===== config.mk =====
export PLATFORM = sky130hd
export DESIGN_NAME = fetch_buffer
export DESIGN_NICKNAME = d
export VERILOG_FILES = /design/src/rtl/fetch_buffer.sv
export SDC_FILE = /design/constraint.sdc
export NUM_CORES = 1
export LEC_CHECK = 0
export BUFFER_PORTS_ARGS = -buffer_cell sky130_fd_sc_hd__buf_2
export CAP_MARGIN = 20
export CELL_PAD_IN_SITES_DETAIL_PLACEMENT = 1
export CELL_PAD_IN_SITES_GLOBAL_PLACEMENT = 1
export CORE_MARGIN = 2
export CORE_UTILIZATION = 52
export DETAILED_ROUTE_END_ITERATION = 6
export HOLD_SLACK_MARGIN = 0.15
export PLACE_DENSITY_LB_ADDON = 0.15
export SLEW_MARGIN = 20
export SYNTH_ARGS = -nofsm -noshare
export SYNTH_HDL_FRONTEND = slang
export SYNTH_SLANG_ARGS = --single-unit

===== constraint.sdc =====
create_clock -name clk -period 8 [get_ports clk]
set_input_delay 2.4 -clock clk [delete_from_list [all_inputs] [get_ports clk]]
set_output_delay 2.4 -clock clk [all_outputs]
set_load 0.02 [all_outputs]

===== src/rtl/fetch_buffer.sv =====
// Instruction fetch front-end: issues sequential ROM reads, absorbs the ROM's
// one-cycle latency and queues {instr, pc} entries for decode.
module fetch_buffer #(
  parameter int                    DATA_WIDTH = 32,
  parameter int                    DEPTH      = 4,
  parameter logic [DATA_WIDTH-1:0] RESET_PC   = '0,
  parameter logic [DATA_WIDTH-1:0] NOP_INSTR  = 32'h0000_0013
) (
  input  logic                  clk,
  input  logic                  rst,
  input  logic                  trigger,
  input  logic                  StallD,
  input  logic                  PCSrcE,
  input  logic [DATA_WIDTH-1:0] PCTargetE,
  output logic [DATA_WIDTH-1:0] ImemAddr,
  output logic                  ImemReq,
  input  logic [DATA_WIDTH-1:0] ImemRdata,
  output logic [DATA_WIDTH-1:0] InstrF,
  output logic [DATA_WIDTH-1:0] PCF,
  output logic [DATA_WIDTH-1:0] PCPlus4F,
  output logic                  ValidF
);

  localparam int PW = $clog2(DEPTH);
  localparam int CW = PW + 1;
  localparam int OW = CW + 1;

  typedef logic [PW-1:0] ptr_t;
  typedef logic [CW-1:0] cnt_t;
  typedef logic [OW-1:0] occ_t;

  logic [DATA_WIDTH-1:0] fetch_pc_q, fetch_pc_d;
  logic                  inflight_q, inflight_d;
  logic                  kill_q, kill_d;
  cnt_t                  count_q, count_d;
  ptr_t                  rd_ptr_q, rd_ptr_d;
  ptr_t                  wr_ptr_q, wr_ptr_d;
  logic [DATA_WIDTH-1:0] last_pc_q, last_pc4_q;

  logic [DATA_WIDTH-1:0] instr_mem [DEPTH];
  logic [DATA_WIDTH-1:0] pc_mem    [DEPTH];

  logic pop, push, issue;
  occ_t occ;

  // Head outputs come straight from the registered queue; PC/PC+4 hold when empty.
  always_comb begin
    ValidF   = (count_q != '0);
    InstrF   = ValidF ? instr_mem[rd_ptr_q] : NOP_INSTR;
    PCF      = ValidF ? pc_mem[rd_ptr_q] : last_pc_q;
    PCPlus4F = ValidF ? pc_mem[rd_ptr_q] + DATA_WIDTH'(4) : last_pc4_q;
    ImemAddr = fetch_pc_q;
    ImemReq  = issue;
  end

  // NOTE: every signal gets a default at the top of always_comb so no path leaves
  // it unassigned, which would otherwise infer a latch.
  always_comb begin
    pop   = ValidF & ~StallD & ~PCSrcE;
    push  = inflight_q & ~kill_q & ~PCSrcE;
    // Occupancy once this cycle's response lands; a new issue lands one cycle later.
    occ   = occ_t'(count_q) + occ_t'(inflight_q) - occ_t'(pop);
    issue = rst & trigger & ~PCSrcE & (occ < occ_t'(DEPTH));

    fetch_pc_d = fetch_pc_q;
    inflight_d = issue;
    kill_d     = 1'b0;
    count_d    = count_q + cnt_t'(push) - cnt_t'(pop);
    rd_ptr_d   = pop  ? rd_ptr_q + ptr_t'(1) : rd_ptr_q;
    wr_ptr_d   = push ? wr_ptr_q + ptr_t'(1) : wr_ptr_q;

    if (issue) fetch_pc_d = fetch_pc_q + DATA_WIDTH'(4);

    if (PCSrcE) begin
      fetch_pc_d = PCTargetE;
      kill_d     = inflight_q;
      count_d    = '0;
      rd_ptr_d   = '0;
      wr_ptr_d   = '0;
    end
  end

  // NOTE: sequential state uses non-blocking assignments so every register
  // samples pre-edge values regardless of statement order.
  always_ff @(posedge clk or negedge rst) begin
    if (!rst) begin
      fetch_pc_q <= RESET_PC;
      inflight_q <= 1'b0;
      kill_q     <= 1'b0;
      count_q    <= '0;
      rd_ptr_q   <= '0;
      wr_ptr_q   <= '0;
      last_pc_q  <= '0;
      last_pc4_q <= '0;
    end else begin
      fetch_pc_q <= fetch_pc_d;
      inflight_q <= inflight_d;
      kill_q     <= kill_d;
      count_q    <= count_d;
      rd_ptr_q   <= rd_ptr_d;
      wr_ptr_q   <= wr_ptr_d;
      last_pc_q  <= PCF;
      last_pc4_q <= PCPlus4F;
    end
  end

  // NOTE: queue storage has no reset; ValidF gates every read, so stale contents
  // are never observed and the arrays can map onto plain RAM/flops.
  always_ff @(posedge clk) begin
    if (push) begin
      instr_mem[wr_ptr_q] <= ImemRdata;
      pc_mem[wr_ptr_q]    <= fetch_pc_q - DATA_WIDTH'(4);
    end
  end

  a_no_overflow: assert property (@(posedge clk) disable iff (!rst)
    !(push && !pop && count_q == cnt_t'(DEPTH)));

endmodule


==> impl_metrics.csv, run 1 <==
group,metric,value,unit
grt,antenna_found_initial,0,
power_and_ir_drop,p_per_area,338,mW/mm^2
clock_network,cts_buffers,39,
clock_network,htree_levels,2,
routing,routed_wire_length_per_instance,22.3,um
hold_path,hp-class,"reg2reg",
routing,met1_length,17.0,mm
cells_and_area,layout_common_cells,"edfxtp_1, buf_2, nand2_1",
synthesis,synth_nets,1144,
grt,gr-total-overflow,0,
clock_network,clk_pin_slew,60,ps
synthesis,synthesis.area,0.0155,mm^2
floorplan,rows,63,
timing,worst_pin_slew,1040,ps
timing,rsz0062_at_grt,"no",
timing,period_share,86.0,%
placement,place_congestion,0.797,
run_status,status,"finished, final reports clean",
clock_network,clk_latency,520,ps
timing,fmax,145,MHz
grt,grt_pass1_wl,58.2,mm
cells_and_area,final_common_cell,"edfxtp_1",
cells_and_area,design_area,0.0180,mm^2
synthesis,avgSynthCellArea,14.5,um^2
cells_and_area,fin_util,61.2,%
clock_network,postCtsSetupBuffers,0,
synthesis,synth_cell_types,56,
setup_path,critPathArrivalTime,4480,ps
timing,setup_viol,0,
floorplan,core_area,0.0295,mm^2
cells_and_area,multiInputGateArea,0.00483,mm^2
floorplan,start_util,52.5,%
floorplan,die_w,177,um
cells_and_area,nNetsFinal,1327,
setup_path,worst_setup_path_end_kind,"primary output",
clock_network,hold_buffers,0,
setup_path,critPathKind,"in2out",
timing,finClkSkew,17.1,ps
clock_network,clockRootBuffer,"clkbuf_16",
cells_and_area,syn2layout_area_growth,16.6,%
routing,vias,9672,
power_and_ir_drop,leakagePower,6.74,nW
placement,place_area,0.0168,mm^2
power_and_ir_drop,ir_drop,0.000182,V
timing,maxSlewViolCount,0,
synthesis,yosysWarnings,0,
clock_network,post_cts_resized,0,
routing,dr.max_layer_used,"met4",
routing,drt-pass1-iter-count,5,
grt,grt_max_degree,92,
placement,dp_hpwl,23.6,mm
timing,hold_viol_final,0,
routing,viasPerCell,5.80,
clock_network,cts.sinks,361,
synthesis,synth_ff_type,"edfxtp_1",
timing,relSlewSlack,30.7,%
clock_network,tritoncts,"built",
routing,drt-initial-drc-count,671,
placement,portBuffers,198,
cells_and_area,drive_gt1_share,27.3,%
floorplan,die_y,177,um
synthesis,synth_seq_cells,361,
job,drv_cap,0,
synthesis,async_reset_ff_share,29.1,%
cells_and_area,ff_latch_area,0.0103,mm^2
clock_network,ctsLongestPathBuffers,3,
routing,met3RoutedLength,1.96,mm
routing,drcViolationCount,0,
synthesis,ys_seq_area_share,66.6,%
timing,fin_setup_tns,0,ps
floorplan,ios,199,
timing,whs,465,ps
cells_and_area,antenna_cells,0,
setup_path,start_kind,"input pin",
setup_path,crit_required,5600,ps
synthesis,syn_inst,1064,
cells_and_area,fillerInstances,2853,
grt,grt_pass1_vias,10200,
grt,grt.total_usage,24.3,%
floorplan,die-area,0.0312,mm^2
routing,ant_nets,0,
setup_path,cp_max_fo,59,
power_and_ir_drop,power,6.10,mW
timing,fin_crit,6880,ps
synthesis,synth_edf_count,256,
routing,met2_wirelength,17.6,mm
routing,wirelength,37.1,mm
[metrics by stage]
step / cells / setup WS (ps)
detailed placement: 1596 / 1100
CTS: 1667 / 1090
finish: 1667 / 1120
global placement: 1596 / 1160
global route: 1667 / 1010
floorplan: 1064 / 1250
[state kept, by name, summed over array words and instances, names as in the netlist]
name and flops:
ImemAddr 32, wr_ptr_q 2, last_pc_q 32, kill_q 1, count_q 3, pc_mem 128
inflight_q 1, rd_ptr_q 2, last_pc4_q 32, instr_mem 128
[power breakdown]
group	switching (mW)	internal (mW)	total, mW
Clock	0.706	1.06	1.76
Combinational	1.31	0.629	1.94
Sequential	0.162	2.24	2.40
[critical path, stage by stage]
cell and delay, ps:
buf_2 110, or3_1 390, nand2b_1 160, ha_1 300
a31o_1 220, mux2_4 510, nor2_1 190, buf_2 190
[cells in the mapped netlist (all sizes together), types with 2 or more instances]
master,count,area [um^2]
edfxtp,256,7690
nand2,160,601
dfrtp,105,2630
mux4,64,1480
nor2,55,206
clkbuf,39,146
xor2,39,342
and2,36,225
nand3,31,168
o21ai,30,150
or4,28,210
buf,27,150
a31oi,24,150
o31ai,23,173
xnor2,19,166
inv,17,63.8
nand4,17,151
nor3,15,113
nor4,13,109
and3,12,75.1
ha,10,125
a21oi,5,25.0
or2,5,31.3
nand2b,4,25.0
o211ai,4,30.0
mux2,3,37.5
nor2b,3,18.8
or3,3,18.8
nand3b,2,27.5
nand4b,2,17.5
o31a,2,17.5
o41ai,2,17.5
[area by class of cell]
| class | count | area share, % |
|---|---|---|
| tap | 390 | 2.70 |
| sequential | 361 | 57.2 |
| timing repair buffer | 208 | 5.92 |
| inverter | 17 | 0.354 |
| clock buffer | 61 | 6.61 |
| multi-input combinational | 620 | 26.8 |
| clock inverter | 10 | 0.444 |
[worst paths after layout]
| check | cells past startpoint | slack (ps) | endpoint | from |
|---|---|---|---|---|
| setup / recovery | 8 | 1120 | ImemReq | PCSrcE |
| hold / removal | 2 | 470 | last_pc_q[11] | last_pc_q[11] |
| setup reg to reg | 7 | 4730 | ImemAddr[20] | count_q[1] |
| hold reg to reg | 2 | 470 | last_pc_q[11] | last_pc_q[11] |
| max in group asynchronous | 2 | 4760 | rd_ptr_q[0] | rst |
| min in group asynchronous | 1 | 1870 | inflight_q | rst |
[logic make-up after synthesis]
logic type	Yosys count	synth area share, %
adder cells (fa/ha/maj)	11	0.938
buffers and inverters	83	2.33
multiplexers	68	9.86
XOR/XNOR	58	3.28
AO/OA/AOI/OAI	93	3.81
flip-flops	361	66.6
AND/OR/NAND/NOR	390	13.1
[layer usage]
| layer | global-route usage (%) | vias to the layer above |
|---|---|---|
| met5 | 0 | - |
| met4 | 5.99 | 0 |
| met3 | 4.03 | 50 |
| met2 | 38.7 | 294 |
| met1 | 35.4 | 4953 |
| li1 | - | 4375 |
Power figures use the tool's default switching activity.
==> inputs of run 2 (changes only) <==
ABC_AREA = 1   (was default)
CORE_UTILIZATION = 48   (was 52)
==> impl_metrics.csv, run 2 <==
group,metric,value,unit
clock_network,cts.sinks,361,
setup_path,crit_required,5600,ps
power_and_ir_drop,internal-power,4.01,mW
timing,period_share,81.9,%
timing,fin_crit,6550,ps
synthesis,avgSynthCellArea,8.94,um^2
synthesis,synth_compound_area_share,5.43,%
power_and_ir_drop,swShare,41.7,%
synthesis,synth_ff_type,"edfxtp_1",
clock_network,htree_levels,2,
synthesis,synth_top_area_share,44.6,%
grt,grt_max_degree,133,
synthesis,synth_edf_count,256,
cells_and_area,nNetsFinal,2171,
synthesis,synthTopCellsByArea,"edfxtp_1, dfrtp_1, nand2_1, nor2_1, nand3_1",
clock_network,clk_latency,540,ps
floorplan,rows,69,
cells_and_area,layout.cells.non_filler,2580,
grt,grt_pass1_vias,14700,
timing,finClkSkew,16.2,ps
cells_and_area,syn2layout_area_growth,14.6,%
grt,gr-total-overflow,0,
placement,dpl.cell_count,2511,
setup_path,r2r_cells,13,
floorplan,ios,199,
synthesis,synth_nets,2010,
cells_and_area,reg_top3,"instr_mem x128, pc_mem x128",
synthesis,yosysMostFrequentCell,"nand2_1",
clock_network,cts_buffers,39,
power_and_ir_drop,ir_drop,0.000296,V
synthesis,yosys.area_share.simple,26.6,%
cells_and_area,antenna_cells,0,
grt,grt_pass1_wl,80.1,mm
synthesis,syn_inst,1930,
setup_path,r2r_end,"last_pc4_q[24]",
floorplan,die_w,194,um
power_and_ir_drop,power,6.87,mW
clock_network,tritoncts,"built",
clock_network,post_cts_resized,0,
synthesis,yosysWarnings,0,
placement,place_congestion,0.881,
synthesis,synth_top_family_by_area,"simple AND/OR/NAND/NOR gates",
power_and_ir_drop,p_clk_share,24.8,%
power_and_ir_drop,p_per_area,348,mW/mm^2
power_and_ir_drop,leakagePower,8.63,nW
power_and_ir_drop,sequentialPowerShare,36.6,%
timing,worst_pin_slew,1100,ps
clock_network,clockRootBuffer,"clkbuf_16",
setup_path,critPathArrivalTime,4150,ps
cells_and_area,fillerInstances,4171,
power_and_ir_drop,combPwrFrac,38.6,%
synthesis,synth_seq_cells,361,
cells_and_area,layout_common_cells,"nand2_1, nor2_1, edfxtp_1",
setup_path,worst_setup_path_end_kind,"primary output",
synthesis,synth_cell_types,38,
setup_path,r2r-start,"rd_ptr_q[0]",
timing,fin_setup_tns,0,ps
hold_path,hp-class,"reg2reg",
job,drv_cap,0,
synthesis,synthXorXnorAreaFrac,2.23,%
cells_and_area,drive_gt1_share,14.5,%
placement,dp_hpwl,34.4,mm
floorplan,start_util,48.6,%
clock_network,hold_buffers,0,
timing,relSlewSlack,26.5,%
grt,grt.total_usage,27.0,%
cells_and_area,final_common_cell,"nand2_1",
synthesis,synth_area_leader_cell,"edfxtp_1",
routing,drt-pass1-iter-count,5,
timing,hold_viol_final,0,
timing,setup_ws,1450,ps
timing,setup_viol,0,
floorplan,die-area,0.0375,mm^2
clock_network,clk_pin_slew,60,ps
setup_path,cp_max_fo,101,
setup_path,start_kind,"register",
clock_network,ctsLongestPathBuffers,3,
synthesis,ys_seq_area_share,59.8,%
routing,viasPerCell,5.41,
grt,antenna_found_initial,2,
routing,drt-initial-drc-count,771,
routing,drcViolationCount,0,
synthesis,synth_common_cells,"nand2_1, nor2_1, edfxtp_1",
routing,routed_wire_length_per_instance,19.5,um
synthesis,synthesis.area,0.0172,mm^2
clock_network,postCtsSetupBuffers,0,
placement,dp_slack,1770,ps
synthesis,async_reset_ff_share,29.1,%
synthesis,synthAdderAreaFrac,0.841,%
floorplan,core_area,0.0355,mm^2
placement,portBuffers,198,
routing,ant_nets,0,
run_status,status,"finished, final reports clean",
power_and_ir_drop,power_switching,2.86,mW
setup_path,critPathKind,"reg2out",
timing,fmax,153,MHz
floorplan,die_y,194,um
routing,wirelength,50.3,mm
setup_path,endpoint,"PCPlus4F[24]",
setup_path,cp-startpoint,"rd_ptr_q[0]",
setup_path,r2r_setup_slack,4430,ps
timing,rsz0062_at_grt,"no",
timing,maxSlewViolCount,0,
synthesis,synthMuxAreaShare,0,%
routing,vias,14000,
run 2: changes by cell type after synthesis, moves of 54 or more:
cell     before  now
nand3_1      30  139
nor2_1       55  277
nand2_1     160  653
inv_1        16  101
o21ai_0      24  123
mux4_2       54    0
run 2: power groups by stage:
stage / combinational, mW / clock [mW] / sequential, mW
5_1_grt: 2.91 / 1.80 / 2.55
3_3_place_gp: 2.53 / 0 / 2.53
3_5_place_dp: 2.64 / 0 / 2.55
2_1_floorplan: 1.77 / 0 / 2.48
4_1_cts: 2.67 / 1.74 / 2.51
6_report: 2.65 / 1.70 / 2.52
run 2: area by class of cell:
| class | count | area, um^2 | share of cell area [%] |
|---|---|---|---|
| inverter | 104 | 395 | 2.00 |
| timing repair buffer | 218 | 1170 | 5.91 |
| tap | 461 | 577 | 2.92 |
| clock buffer | 47 | 1030 | 5.19 |
| clock inverter | 22 | 174 | 0.880 |
| multi-input combinational | 1367 | 6100 | 30.9 |
| sequential | 361 | 10300 | 52.2 |
run 2: worst min-delay path by stage:
| stage | start | to | cells past startpoint |
|---|---|---|---|
| floorplan | inflight_q | kill_q | 2 |
| global placement | last_pc_q[1] | last_pc_q[1] | 2 |
| detailed placement | last_pc4_q[1] | last_pc4_q[1] | 2 |
| CTS | last_pc4_q[1] | last_pc4_q[1] | 2 |
| global route | last_pc_q[0] | last_pc_q[0] | 2 |
| finish | last_pc4_q[1] | last_pc4_q[1] | 2 |
run 2: critical path: stages, from the launching register on:
cell	delay (ps)
dfrtp_4	700
buf_4	920
nand2_1	190
nand2_1	130
nand2_1	50
nand2_1	130
ha_1	200
nand3_1	170
nor2_1	450
nand3_1	140
nand2_1	90
nand2_1	60
nand2_1	60
nand2_1	70
buf_2	160
run 2: metal layers:
| layer | global-route usage, % | wire, um | vias to the layer above |
|---|---|---|---|
| met4 | 8.62 | 1370 | 0 |
| met1 | 35.6 | 22200 | 6888 |
| met3 | 3.80 | 2290 | 80 |
| li1 | - | - | 6648 |
| met5 | 0 | 0 | - |
| met2 | 46.2 | 24500 | 348 |
run 2: stage by stage:
| stage | instance area, um^2 | util, % | hold WS (ps) |
|---|---|---|---|
| floorplan | 17200 | - | 501 |
| global placement | 18500 | 52.3 | 454 |
| detailed placement | 18600 | 52.3 | 458 |
| CTS | 19800 | 55.7 | 472 |
| global route | 19800 | 55.7 | 491 |
| finish | 19800 | 55.7 | 473 |
run 2: logic make-up after synthesis:
kind of cell | after synthesis
adder cells (fa/ha/maj) | 11
AO/OA/AOI/OAI | 179
flip-flops | 361
AND/OR/NAND/NOR | 1133
XOR/XNOR | 44
buffers and inverters | 202
==> inputs of run 3 (changes only) <==
ABC_AREA = 0   (was 1)
CORE_UTILIZATION = 43   (was 48)
clock period = 5.5 ns   (was 8 ns; I/O delays follow)
==> impl_metrics.csv, run 3 (synthesis gave the netlist of run 1 again) <==
group,metric,value,unit
timing,rsz0062_at_grt,"no",
timing,setup_ws,314,ps
grt,grt_pass1_vias,9925,
placement,place_congestion,0.738,
setup_path,cp_max_fo,26,
setup_path,critPathTopFamily,"simple AND/OR/NAND/NOR gates",
routing,routed_wire_length_per_instance,21.1,um
cells_and_area,drive_gt1_share,27.6,%
clock_network,tritoncts,"built",
floorplan,die_w,194,um
clock_network,ctsLongestPathBuffers,3,
clock_network,cts.sinks,361,
cells_and_area,multiInputGateArea,0.00483,mm^2
clock_network,cts_buffers,39,
placement,portBuffers,198,
timing,finClkSkew,15.5,ps
clock_network,post_cts_resized,0,
setup_path,crit_chain,"mux4_1 > nand4_4 > nor2_1 > nand3_1 > xor2_1 > o21ai_0 > buf_2",
floorplan,rows,69,
cells_and_area,layout.cells.non_filler,1745,
setup_path,critPathKind,"reg2out",
timing,fmax,193,MHz
routing,ant_nets,0,
setup_path,slowest_delay,800,ps
cells_and_area,syn2layout_area_growth,18.2,%
grt,gr-total-overflow,0,
setup_path,worst_setup_path_end_kind,"primary output",
placement,dp_slack,384,ps
grt,antenna_found_initial,0,
floorplan,start_util,43.6,%
routing,drt-pass1-iter-count,4,
setup_path,start_kind,"register",
clock_network,htree_levels,2,
cells_and_area,final_common_cell,"edfxtp_1",
routing,drt-initial-drc-count,468,
timing,fin_setup_tns,0,ps
placement,dpl.cell_count,1674,
clock_network,clk_pin_slew,60,ps
cells_and_area,reg_top3,"instr_mem x128, pc_mem x128",
cells_and_area,fillerInstances,3536,
setup_path,crit_slowest_cell,"dfrtp_4",
placement,place_area,0.0170,mm^2
cells_and_area,nNetsFinal,1334,
timing,relSlewSlack,38.5,%
cells_and_area,design_area,0.0183,mm^2
setup_path,critPathArrivalTime,3540,ps
clock_network,postCtsSetupBuffers,0,
cells_and_area,layout_common_cells,"edfxtp_1, buf_2, nand2_1",
cells_and_area,ff_latch_area,0.0103,mm^2
timing,worst_pin_slew,923,ps
power_and_ir_drop,leakagePower,6.80,nW
setup_path,crit_required,3850,ps
grt,grt_pass1_wl,58.2,mm
power_and_ir_drop,p_per_area,490,mW/mm^2
clock_network,clockRootBuffer,"clkbuf_16",
placement,dp_hpwl,24.5,mm
grt,grt.total_usage,19.8,%
hold_path,hp-class,"reg2reg",
cells_and_area,antenna_cells,0,
routing,vias,9440,
grt,grt_max_degree,92,
floorplan,core_area,0.0355,mm^2
clock_network,clk_latency,520,ps
timing,setup_viol,0,
job,drv_cap,0,
timing,hold_viol_final,0,
floorplan,die-area,0.0375,mm^2
routing,wirelength,36.8,mm
cells_and_area,fin_util,51.6,%
routing,drcViolationCount,0,
floorplan,die_y,194,um
routing,viasPerCell,5.41,
run_status,status,"finished, final reports clean",
floorplan,ios,199,
power_and_ir_drop,power,8.96,mW
power_and_ir_drop,ir_drop,0.000251,V
timing,maxSlewViolCount,0,
timing,whs,464,ps
clock_network,hold_buffers,0,
setup_path,crit_buf_inv,1,
timing,period_share,94.3,%
timing,fin_crit,5190,ps
[run 3: cell count changes in the layout (fill, tap and decap cells not counted), moves of 14 or more]
cell     delta
nand2_1   -493
nor2_1    -217
nand3_1   -109
o21ai_0    -99
inv_1      -86
mux4_2     +54
and2_1     +36
a21oi_1    -32
or4_1      +28
a31oi_1    +21
o31ai_1    +21
xnor2_1    +14
[run 3: per-layer routing]
| layer | vias up | wire length [um] | global-route usage, % |
|---|---|---|---|
| met5 | - | 0 | 0 |
| met4 | 0 | 601 | 4.55 |
| met3 | 46 | 1580 | 3.20 |
| met2 | 213 | 16900 | 30.9 |
| met1 | 4790 | 17800 | 29.3 |
| li1 | 4391 | - | - |
[run 3: worst paths after layout]
path / from / cells past startpoint / end / slack [ps]
setup / recovery: rd_ptr_q[0] / 7 / PCPlus4F[11] / 310
hold / removal: last_pc_q[4] / 2 / last_pc_q[4] / 460
setup reg to reg: count_q[1] / 8 / ImemAddr[26] / 2180
hold reg to reg: last_pc_q[4] / 2 / last_pc_q[4] / 460
max in group asynchronous: rst / 3 / last_pc_q[25] / 2940
min in group asynchronous: rst / 2 / count_q[2] / 1230
[run 3: layout make-up]
type                            instances  area share [%]
Inverter                               17           0.349
Clock inverter                         20            1.06
Timing Repair Buffer                  215            6.54
Sequential cell                       361            56.4
Clock buffer                           51            6.09
Tap cell                              461            3.15
Multi-Input combinational cell        620            26.4
[run 3: tightest hold or removal path: cells and delay by family (launching register included)]
kind / cells / cell delay, ps
flops: 1 / 320
simple gates: 2 / 100
[run 3: power by group]
part | switching (mW) | internal, mW
Sequential | 0.194 | 3.26
Clock | 1.03 | 1.61
Combinational | 1.92 | 0.942
Total | 3.15 | 5.81
